**config.mk**
```make
export PLATFORM = sky130hd
export DESIGN_NAME = vga_plot_arbiter
export DESIGN_NICKNAME = d
export VERILOG_FILES = /design/src/rtl/vga_plot_arbiter.sv
export SDC_FILE = /design/constraint.sdc
export NUM_CORES = 1
export LEC_CHECK = 0
export CORE_MARGIN = 5
export CORE_UTILIZATION = 47
export CTS_BUF_LIST = sky130_fd_sc_hd__clkbuf_4 sky130_fd_sc_hd__clkbuf_8
export DETAILED_ROUTE_END_ITERATION = 8
export HOLD_SLACK_MARGIN = 0.03
export PLACE_DENSITY = 0.88
export SYNTH_ARGS = -nofsm -noshare
export SYNTH_HDL_FRONTEND = slang
export SYNTH_SLANG_ARGS = --single-unit
```
**constraint.sdc**
```tcl
create_clock -name clk -period 3.2 [get_ports clk]
set_input_delay 0.64 -clock clk [delete_from_list [all_inputs] [get_ports clk]]
set_output_delay 0.64 -clock clk [all_outputs]
set_load 0.005 [all_outputs]
```
**src/rtl/vga_plot_arbiter.sv**
```systemverilog
// vga_plot_arbiter: shares the VGA adapter pixel-write port among four draw
// engines (0 clear, 1 left paddle, 2 right paddle, 3 ball). Round-robin grant
// held for a whole burst; all outputs registered.
module vga_plot_arbiter #(
  parameter int MAX_BURST = 19200,
  parameter int X_W       = 8,
  parameter int Y_W       = 7,
  parameter int C_W       = 3
) (
  input  logic             clk,
  input  logic             reset,
  input  logic [3:0]       req,
  input  logic [3:0]       plot,
  input  logic [3:0]       last,
  input  logic [4*X_W-1:0] x_in,
  input  logic [4*Y_W-1:0] y_in,
  input  logic [4*C_W-1:0] colour_in,
  output logic [3:0]       gnt,
  output logic [X_W-1:0]   vga_x,
  output logic [Y_W-1:0]   vga_y,
  output logic [C_W-1:0]   vga_colour,
  output logic             vga_plot,
  output logic             busy,
  output logic             timeout
);

  localparam int CNT_W = $clog2(MAX_BURST + 1);
  localparam logic [CNT_W-1:0] BEAT_LAST = CNT_W'(MAX_BURST - 1);

  typedef enum logic [1:0] {IDLE, BURST, RELEASE} state_t;

  state_t           state;
  logic [1:0]       owner;
  logic [1:0]       ptr;
  logic [CNT_W-1:0] beat;

  logic [1:0]       win;
  logic             win_valid;
  logic [1:0]       cand;

  logic             own_req;
  logic             own_plot;
  logic             own_last;
  logic [X_W-1:0]   own_x;
  logic [Y_W-1:0]   own_y;
  logic [C_W-1:0]   own_c;

  // Round-robin pick: first requester scanning ptr, ptr+1, ... mod 4
  always_comb begin
    win       = '0;
    win_valid = 1'b0;
    cand      = '0;
    for (int unsigned k = 0; k < 4; k++) begin
      cand = ptr + 2'(k);
      if (!win_valid && req[cand]) begin
        win       = cand;
        win_valid = 1'b1;
      end
    end
  end

  // Owner's request, strobe and pixel slice; non-owners never reach the port
  always_comb begin
    own_req  = req[owner];
    own_plot = plot[owner];
    own_last = last[owner];
    own_x    = x_in[owner*X_W +: X_W];
    own_y    = y_in[owner*Y_W +: Y_W];
    own_c    = colour_in[owner*C_W +: C_W];
  end

  // Arbitration FSM with registered grant, pixel and status outputs
  always_ff @(posedge clk or negedge reset) begin
    if (!reset) begin
      state      <= IDLE;
      owner      <= '0;
      ptr        <= '0;
      beat       <= '0;
      gnt        <= '0;
      vga_x      <= '0;
      vga_y      <= '0;
      vga_colour <= '0;
      vga_plot   <= 1'b0;
      busy       <= 1'b0;
      timeout    <= 1'b0;
    end else begin
      vga_plot <= 1'b0;
      timeout  <= 1'b0;
      case (state)
        IDLE: begin
          if (win_valid) begin
            state <= BURST;
            owner <= win;
            gnt   <= 4'b0001 << win;
            beat  <= '0;
            busy  <= 1'b1;
          end
        end
        BURST: begin
          if (own_plot) begin
            vga_plot   <= 1'b1;
            vga_x      <= own_x;
            vga_y      <= own_y;
            vga_colour <= own_c;
            beat       <= beat + 1'b1;
          end
          // Completion outranks timeout; a dropped req ends the burst after
          // any pixel presented in the same cycle has been taken.
          if (own_plot && own_last) begin
            state <= RELEASE;
            gnt   <= '0;
          end else if (own_plot && beat == BEAT_LAST) begin
            state   <= RELEASE;
            gnt     <= '0;
            timeout <= 1'b1;
          end else if (!own_req) begin
            state <= RELEASE;
            gnt   <= '0;
          end
        end
        RELEASE: begin
          state <= IDLE;
          busy  <= 1'b0;
          ptr   <= owner + 2'd1;
        end
        default: begin
          state <= IDLE;
          gnt   <= '0;
          busy  <= 1'b0;
        end
      endcase
    end
  end

endmodule

```
==> results of run 1 <==
==> critical path, cell delays in order, from the launching register on <==
cell	delay, ns
dfrtp_1	0.74
mux4_2	0.64
nand2_2	0.09
inv_1	0.32
nand4_1	0.25
xor2_1	0.17
nor2_1	0.05
==> routing by layer <==
layer	part of all wire [%]	up-vias	GRT usage, %
met5	0	-	0
met4	2.8	0	8.33
met3	9.2	16	6.12
met2	50	108	34.9
met1	38	1080	25.0
li1	-	1079	-
==> registers in the layout, summed over array words and instances (netlist names) <==
signal and flops:
beat 15, vga_x 8, vga_y 7, gnt 4, vga_colour 3, owner 2, ptr 2, state 2
busy 1, timeout 1, vga_plot 1
==> logic make-up after synthesis <==
group	count (synthesis)	share of synthesized area, %
and+or+nand+nor	126	22.3
DFF	46	45.3
muxes	23	19.6
AOI/OAI and AO/OA	19	5.07
buffers and inverters	17	3.10
xor gates and xnor gates	12	4.14
adders and majority gates	1	0.492
==> how the worst max path moves through the flow <==
stage                         from       end  cells past startpoint
after floorplan             req[0]  beat[10]                      5
after global placement     plot[0]   beat[3]                      7
after detailed placement   plot[1]   beat[5]                      7
after CTS                 owner[0]   beat[3]                      6
after global routing      owner[0]   beat[5]                      6
final                     owner[0]   beat[3]                      6
==> cells in the final DEF (no fill, tap or decap), types with 2 or more instances in the layout <==
| cell type | synthesis | routed |
|---|---|---|
| nor2b_1 | 2 | 2 |
| o2bb2ai_1 | 2 | 2 |
| xor2_1 | 6 | 6 |
| inv_1 | 6 | 6 |
| clkinv_2 | 0 | 2 |
| nor3_1 | 5 | 5 |
| clkbuf_8 | 0 | 5 |
| a21oi_1 | 4 | 4 |
| mux4_2 | 21 | 21 |
| clkdlybuf4s50_1 | 0 | 109 |
| nand2b_1 | 3 | 3 |
| xnor2_1 | 6 | 6 |
| nand3_1 | 7 | 7 |
| buf_4 | 0 | 4 |
| nand2_1 | 71 | 71 |
| o21ai_0 | 8 | 8 |
| nor2_1 | 18 | 18 |
| dfrtp_1 | 46 | 46 |
| nand4_1 | 8 | 8 |
| nor4_1 | 2 | 2 |
==> Yosys cell counts (2+ instances only) <==
master     count  area (um^2)
nand2b_1       3         18.8
nor3_1         5         25.0
a21oi_1        4         20.0
inv_1          6         22.5
o2bb2ai_1      2         17.5
nand4_1        8         50.1
o21ai_0        8         40.0
clkbuf_1       3         11.3
nor2_1        18         67.6
nor2b_1        2         12.5
nand2_1       71          267
nand3_1        7         35.0
dfrtp_1       46         1150
xor2_1         6         52.6
mux4_2        21          473
buf_2          6         30.0
xnor2_1        6         52.6
nor4_1         2         12.5
==> power breakdown <==
part,switching [mW],total [mW],internal [mW]
Clock,0.193,0.340,0.147
Combinational,0.578,1.30,0.726
Sequential,0.158,0.926,0.769
Total,0.928,2.57,1.64
==> per-stage QoR <==
step	utilization (%)	hold WS, ns	instance area [um^2]	instances
final	73.0	0.475	3780	424
after global routing	73.0	0.502	3780	424
after CTS	73.0	0.481	3780	424
after detailed placement	71.5	0.461	3700	417
after global placement	71.5	0.457	3700	417
after floorplan	-	0.344	2540	244
==> final cells by class <==
cell class | instances | area [um^2] | area share (%)
Multi-Input combinational cell | 181 | 1310 | 34.7
Sequential cell | 46 | 1150 | 30.5
Timing Repair Buffer | 114 | 1130 | 29.8
Tap cell | 70 | 87.6 | 2.32
Clock buffer | 5 | 68.8 | 1.82
Inverter | 6 | 22.5 | 0.596
Clock inverter | 2 | 10.0 | 0.265
==> impl_metrics.csv, run 1 <==
group,metric,value,unit
logic_synthesis,synthCells,244,
placement,place.gp.congestion,0.816,
detailed_routing,wl,6.96,mm
clock_network,holdBufCountCts,0,
critical_path,path_max_fanout,25,
sta,fmax,421,MHz
hold_path,holdPathStages,2,
clock_network,numCtsBuffers,5,
placement,hpwl,5.40,mm
sta,hold_violations,0,
critical_path,r2r_start,"owner[0]",
detailed_routing,wl_per_cell,16.4,um
logic_synthesis,ys.flop_type,"dfrtp_1",
clock_network,ctsResizeCount,0,
logic_synthesis,synth_nets,331,
global_routing,grt_util_all_layers,20.8,%
logic_synthesis,yosys_warnings,0,
detailed_routing,drtAntennaViolNets,0,
critical_path,r2r_end,"beat[3]",
placement,pre_cts_ws,0.613,ns
sta,fin_tns_setup,0,ns
detailed_routing,viasPerCell,5.38,
final_layout,antenna_cells,0,
floorplan,die_x,83.5,um
power_and_ir_drop,power.density,680,nW/um^2
sta,setup_ws,0.824,ns
logic_synthesis,syn_area,2540,um^2
detailed_routing,drtPass1Iterations,4,
hold_path,min_to,"vga_colour[1]",
critical_path,reg2reg_depth,6,
clock_network,cts_max_level,2,
hold_path,min_path_type,"reg -> reg",
sta,finalMaxSlewViolations,0,
power_and_ir_drop,ir_drop,0.000407,V
logic_synthesis,synth_edf_count,0,
logic_synthesis,async_flop_share,100,%
floorplan,die_h,83.5,um
logic_synthesis,avgSynthCellArea,10.4,um^2
final_layout,drive_gt1_share,11.0,%
final_layout,finalNetCount,441,
power_and_ir_drop,leakagePower,1.60,nW
global_routing,grt_start_max_net_pins,47,
outcome,outcome,"complete, no violations",
critical_path,worstPathArrival,2.57,ns
clock_network,tritoncts,"yes",
final_layout,nFillCells,351,
global_routing,grt_pass1_wl,11.6,mm
sta,rsz0062_at_grt,"false",
sta,setup_violations,0,
placement,numPortBuffers,110,
detailed_routing,dr.first_iter.drc_count,135,
sta,tightest_slew,1.02,ns
power_and_ir_drop,finalPower,2.57,mW
hold_path,hold_path.startpoint,"vga_colour[1]",
clock_network,clk_latency,0.31,ns
run,maxCapViolCount,0,
critical_path,required,3.40,ns
floorplan,core,5170,um^2
clock_network,postCtsSetupBuffers,0,
floorplan,ios,111,
clock_network,clockBufferDepth,2,
final_layout,area_growth,48.6,%
logic_synthesis,yosysSeqAreaShare,45.3,%
critical_path,cp-start-kind,"flip-flop",
detailed_routing,drcViolationCount,0,
sta,post-route-period-util,74.2,%
floorplan,start_util,49.1,%
sta,fin_crit,2.38,ns
sta,slew_headroom,32.0,%
critical_path,endpoint_kind,"flip-flop",
critical_path,worstSetupPathType,"reg -> reg",
clock_network,cts.clk_slew.worst_paths,0.09,ns
global_routing,first_global_vias,2446,
floorplan,rows,26,
global_routing,antenna_found_initial,0,
detailed_routing,vias,2283,
floorplan,die_area,6980,um^2
logic_synthesis,synth_cell_types,38,
critical_path,r2r_setup_slack,0.82,ns
logic_synthesis,yosys_register_bits,46,
clock_network,ctsRootBufferMaster,"clkbuf_8",
clock_network,clock_sinks,46,
sta,fin_skew,0.0110,ns
global_routing,grt_overflow_total,0,
Note: power is estimated with default switching activity, not from simulation.
==> run 2, diff against run 1 <==
CORE_UTILIZATION = 44   (was 47)
PLACE_DENSITY = 0.83   (was 0.88)
clock period = 2.3 ns   (was 3.2 ns; I/O delays follow)
==> run 2 against run 1 <==
Flip-flop and latch count did not move; critical path depth did not move; global-route usage fell by 0.37 points; first-iteration DRC count fell by 0.74%; final cell count rose by 2.6%; clock-buffer cell count rose by 1; largest cell class unchanged.
==> impl_metrics.csv, run 2 (synthesized netlist as in run 1, its figures left out) <==
group,metric,value,unit
run,maxCapViolCount,0,
final_layout,finalNetCount,449,
placement,place.gp.congestion,0.815,
critical_path,r2r_setup_slack,0.38,ns
critical_path,path_delay_family,"simple AND/OR/NAND/NOR gates",
critical_path,path_max_fanout,6,
clock_network,postCtsSetupBuffers,0,
power_and_ir_drop,finalPower,3.68,mW
placement,hpwl,5.68,mm
detailed_routing,drtAntennaViolNets,0,
floorplan,ios,111,
clock_network,holdBufCountCts,0,
outcome,outcome,"complete, no violations",
critical_path,worstPathArrival,2.11,ns
critical_path,crit_path_max_incr_delay,0.50,ns
floorplan,rows,27,
final_layout,antenna_cells,0,
sta,holdWs,0.168,ns
detailed_routing,dr.first_iter.drc_count,134,
critical_path,required,2.48,ns
clock_network,clock_sinks,46,
critical_path,critPathBufInv,1,
final_layout,final_common_cell,"clkdlybuf4s50_1",
sta,tightest_slew,0.627,ns
placement,numPortBuffers,110,
detailed_routing,wl_per_cell,17.0,um
detailed_routing,drtPass1Iterations,4,
power_and_ir_drop,ir_drop,0.000574,V
detailed_routing,wl,7.39,mm
critical_path,cp_slowest_cell,"clkdlybuf4s50_1",
power_and_ir_drop,leakagePower,1.65,nW
floorplan,core,5570,um^2
final_layout,largest_reg_flops,15,
detailed_routing,viasPerCell,5.40,
sta,fin_skew,0.0127,ns
sta,rsz0062_at_grt,"false",
final_layout,final_util,69.1,%
global_routing,grt_overflow_total,0,
sta,fin_crit,1.93,ns
clock_network,cts.clk_slew.worst_paths,0.09,ns
sta,setup_violations,0,
final_layout,largest_registers,"beat x15, vga_x x8, vga_y x7",
floorplan,die_x,86.0,um
clock_network,ctsResizeCount,0,
clock_network,clockBufferDepth,2,
global_routing,antenna_found_initial,0,
global_routing,grt_start_max_net_pins,29,
sta,hold_violations,0,
power_and_ir_drop,power.density,955,nW/um^2
sta,fin_tns_setup,0,ns
floorplan,die_area,7400,um^2
critical_path,worstSetupPathType,"in -> reg",
clock_network,cts_max_level,2,
sta,slew_headroom,58.2,%
sta,fmax,518,MHz
critical_path,endpoint_kind,"flip-flop",
sta,finalMaxSlewViolations,0,
sta,setup_ws,0.370,ns
global_routing,grt_util_all_layers,20.4,%
floorplan,die_h,86.0,um
global_routing,grt_pass1_wl,12.0,mm
clock_network,numCtsBuffers,5,
detailed_routing,drcViolationCount,0,
clock_network,clk_latency,0.30,ns
clock_network,ctsRootBufferMaster,"clkbuf_8",
hold_path,min_path_type,"in -> async",
critical_path,path_cells,"clkdlybuf4s50_1 -> or4_1 -> mux2_4 -> nand4_1 -> xor2_1 -> nor2_1",
detailed_routing,vias,2347,
placement,pre_cts_ws,0.0769,ns
critical_path,cp-start-kind,"primary input",
final_layout,area_growth,51.6,%
clock_network,tritoncts,"yes",
final_layout,largest_register,"beat",
global_routing,first_global_vias,2570,
floorplan,start_util,45.6,%
final_layout,drive_gt1_share,13.2,%
sta,post-route-period-util,83.9,%
final_layout,final_cell_mix,"109 x clkdlybuf4s50_1, 71 x nand2_1, 46 x dfrtp_1, 21 x mux4_2, 18 x nor2_1",
==> run 2: cell count changes in the layout (fill, tap and decap cells not counted) <==
cell / change
buf_4: +8
clkinv_2: -1
clkbuf_4: +1
clkinv_4: +1
==> run 2: per-stage QoR <==
stage / cell area (um^2) / cells
after floorplan: 2540 / 244
after global placement: 3760 / 427
after detailed placement: 3760 / 427
after CTS: 3850 / 435
after global routing: 3850 / 435
final: 3850 / 435
==> run 2: power by group <==
group | total (mW) | internal, mW | switching (mW)
Clock | 0.506 | 0.227 | 0.279
Combinational | 1.90 | 1.04 | 0.855
Sequential | 1.27 | 1.07 | 0.202
Total | 3.68 | 2.34 | 1.34
==> run 2: final cells by class <==
cell class,count,area (um^2)
inverters,6,22.5
repair buffers,122,1190
flip-flops and latches,46,1150
clock inverters,2,13.8
clock buffers,6,76.3
multi-input cells,181,1310
fillers,437,1720
well taps,72,90.1
==> run 2: worst paths after layout <==
kind / from / end / cells past startpoint
setup / recovery: req[2] / beat[10] / 6
max in group asynchronous: reset / beat[13] / 2
min in group clk: vga_x[3] / vga_x[3] / 2
hold reg to reg: vga_x[3] / vga_x[3] / 2
hold / removal: reset / state[1] / 1
setup reg to reg: beat[0] / gnt[3] / 6
==> run 2: routing by layer <==
| metal | vias to the layer above | track usage (%) | part of all wire (%) |
|---|---|---|---|
| met3 | 18 | 6.63 | 8.5 |
| met1 | 1126 | 22.3 | 37 |
| li1 | 1098 | - | - |
| met4 | 0 | 5.61 | 2.3 |
| met2 | 105 | 37.4 | 52 |
| met5 | - | 0 | 0 |
==> run 2: worst register-to-register path, cell delays in order, from the launching register on <==
cell and delay, ns:
dfrtp_1 0.46, ha_1 0.22, nand3_1 0.20, nor2_1 0.26
nand4_1 0.25, o2bb2ai_2 0.23, a32o_1 0.21
==> run 3, diff against run 2 <==
clock period = 2 ns   (was 2.3 ns; I/O delays follow)
==> run 3 against run 2 <==
Clock-buffer cell count unchanged; setup slack got worse by 0.19 ns; non-clock buffer count increased by 12; sequential power grew 15%; hold slack got worse by 0.10 ns; clock skew down 0.0033 ns; flip-flop and latch count is the same; via count grew 2.3%; core utilization up 2.5 points; largest cell class unchanged; largest power group unchanged.
==> impl_metrics.csv, run 3 (synthesized netlist as in run 1, its figures left out) <==
group,metric,value,unit
critical_path,path_max_fanout,5,
global_routing,grt_util_all_layers,20.3,%
sta,fin_crit,1.82,ns
clock_network,cts.clk_slew.worst_paths,0.08,ns
sta,slew_headroom,67.3,%
clock_network,postCtsSetupBuffers,0,
clock_network,ctsRootBufferMaster,"clkbuf_8",
outcome,outcome,"complete, no violations",
sta,fin_tns_setup,0,ns
clock_network,cts_max_level,2,
floorplan,die_x,86.0,um
critical_path,worstPathArrival,2.01,ns
global_routing,grt_pass1_wl,12.0,mm
global_routing,first_global_vias,2521,
detailed_routing,viasPerCell,5.37,
detailed_routing,drcViolationCount,0,
sta,post-route-period-util,91.0,%
floorplan,core,5570,um^2
clock_network,clockBufferDepth,2,
sta,rsz0062_at_grt,"false",
sta,tightest_slew,0.486,ns
sta,fin_skew,0.00935,ns
critical_path,r2r_setup_slack,0.18,ns
floorplan,die_area,7400,um^2
clock_network,clk_latency,0.30,ns
critical_path,endpoint_kind,"flip-flop",
placement,numPortBuffers,110,
detailed_routing,wl_per_cell,16.7,um
final_layout,finalNetCount,461,
floorplan,rows,27,
final_layout,area_growth,57.0,%
run,maxCapViolCount,0,
global_routing,antenna_found_initial,0,
final_layout,largest_register,"beat",
critical_path,required,2.19,ns
final_layout,largest_reg_flops,15,
placement,hpwl,5.75,mm
global_routing,grt_start_max_net_pins,47,
sta,finalMaxSlewViolations,0,
final_layout,final_common_cell,"clkdlybuf4s50_1",
detailed_routing,dr.first_iter.drc_count,175,
detailed_routing,drtPass1Iterations,4,
final_layout,largest_registers,"beat x15, vga_x x8, vga_y x7",
final_layout,antenna_cells,0,
final_layout,final_util,71.6,%
floorplan,die_h,86.0,um
clock_network,numCtsBuffers,5,
power_and_ir_drop,ir_drop,0.00104,V
clock_network,clock_sinks,46,
critical_path,cp-start-kind,"flip-flop",
critical_path,worstSetupPathType,"reg -> reg",
floorplan,ios,111,
sta,setup_violations,0,
detailed_routing,drtAntennaViolNets,0,
sta,hold_violations,0,
power_and_ir_drop,power.density,1120,nW/um^2
sta,fmax,549,MHz
clock_network,tritoncts,"yes",
floorplan,start_util,45.6,%
clock_network,ctsResizeCount,0,
placement,place.gp.congestion,0.915,
detailed_routing,wl,7.45,mm
clock_network,holdBufCountCts,0,
final_layout,drive_gt1_share,16.0,%
final_layout,final_cell_mix,"109 x clkdlybuf4s50_1, 71 x nand2_1, 46 x dfrtp_1, 22 x buf_4, 21 x mux4_2",
hold_path,min_path_type,"in -> async",
power_and_ir_drop,leakagePower,1.72,nW
global_routing,grt_overflow_total,0,
final_layout,nFillCells,401,
detailed_routing,vias,2402,
[run 3: cell types whose count changed in the layout (fill, tap and decap cells not counted)]
cell and change:
buf_4 +10, buf_12 +2, bufinv_16 +1, clkinv_2 -1, clkinv_4 -1, clkinvlp_4 +1
[run 3: final timing paths]
kind / from / end / depth (start not counted)
setup reg to reg: owner[0] / beat[10] / 5
hold / removal: reset / beat[14] / 2
hold reg to reg: vga_x[6] / vga_x[6] / 2
min in group clk: vga_x[6] / vga_x[6] / 2
setup / recovery: owner[0] / beat[10] / 5
max in group asynchronous: reset / owner[0] / 2
[run 3: cell type report]
cell class,instances,area (um^2),area share (%)
Clock buffer,6,76.3,1.91
Clock inverter,2,37.5,0.941
Inverter,6,22.5,0.564
Multi-Input combinational cell,181,1310,32.9
Timing Repair Buffer,134,1300,32.6
Tap cell,72,90.1,2.26
Sequential cell,46,1150,28.8
[run 3: worst max-delay path, stage by stage, from the launching register on]
cell	delay (ns)
dfrtp_1	0.46
mux4_2	0.60
mux2_4	0.32
nand4_1	0.12
xor2_1	0.16
nor2_1	0.05
[run 3: routing by layer]
layer  vias to the layer above  share of wire [%]  GRT usage [%]
li1                       1120                  -              -
met1                      1157                 38           22.6
met2                       108                 53           37.5
met3                        17                7.5           5.48
met4                         0                2.4           5.61
met5                         -                  0              0
[run 3: per-stage QoR]
stage / worst slack [ns] / cell area, um^2 / cells / total power, mW / hold WS [ns]
floorplan: 0.307 / 2540 / 244 / 2.68 / 0.104
global placement: -0.0907 / 3880 / 439 / 3.73 / 0.403
detailed placement: -0.130 / 3880 / 439 / 3.79 / 0.402
CTS: 0.161 / 3990 / 447 / 4.51 / 0.0797
global route: 0.0491 / 3990 / 447 / 4.79 / 0.0848
finish: 0.180 / 3990 / 447 / 4.46 / 0.0676
[run 3: power breakdown]
group	internal (mW)	switching (mW)	leakage, nW	total [mW]
Sequential	1.23	0.230	0.599	1.46
Combinational	1.31	0.994	1.07	2.30
Clock	0.386	0.312	0.0548	0.698
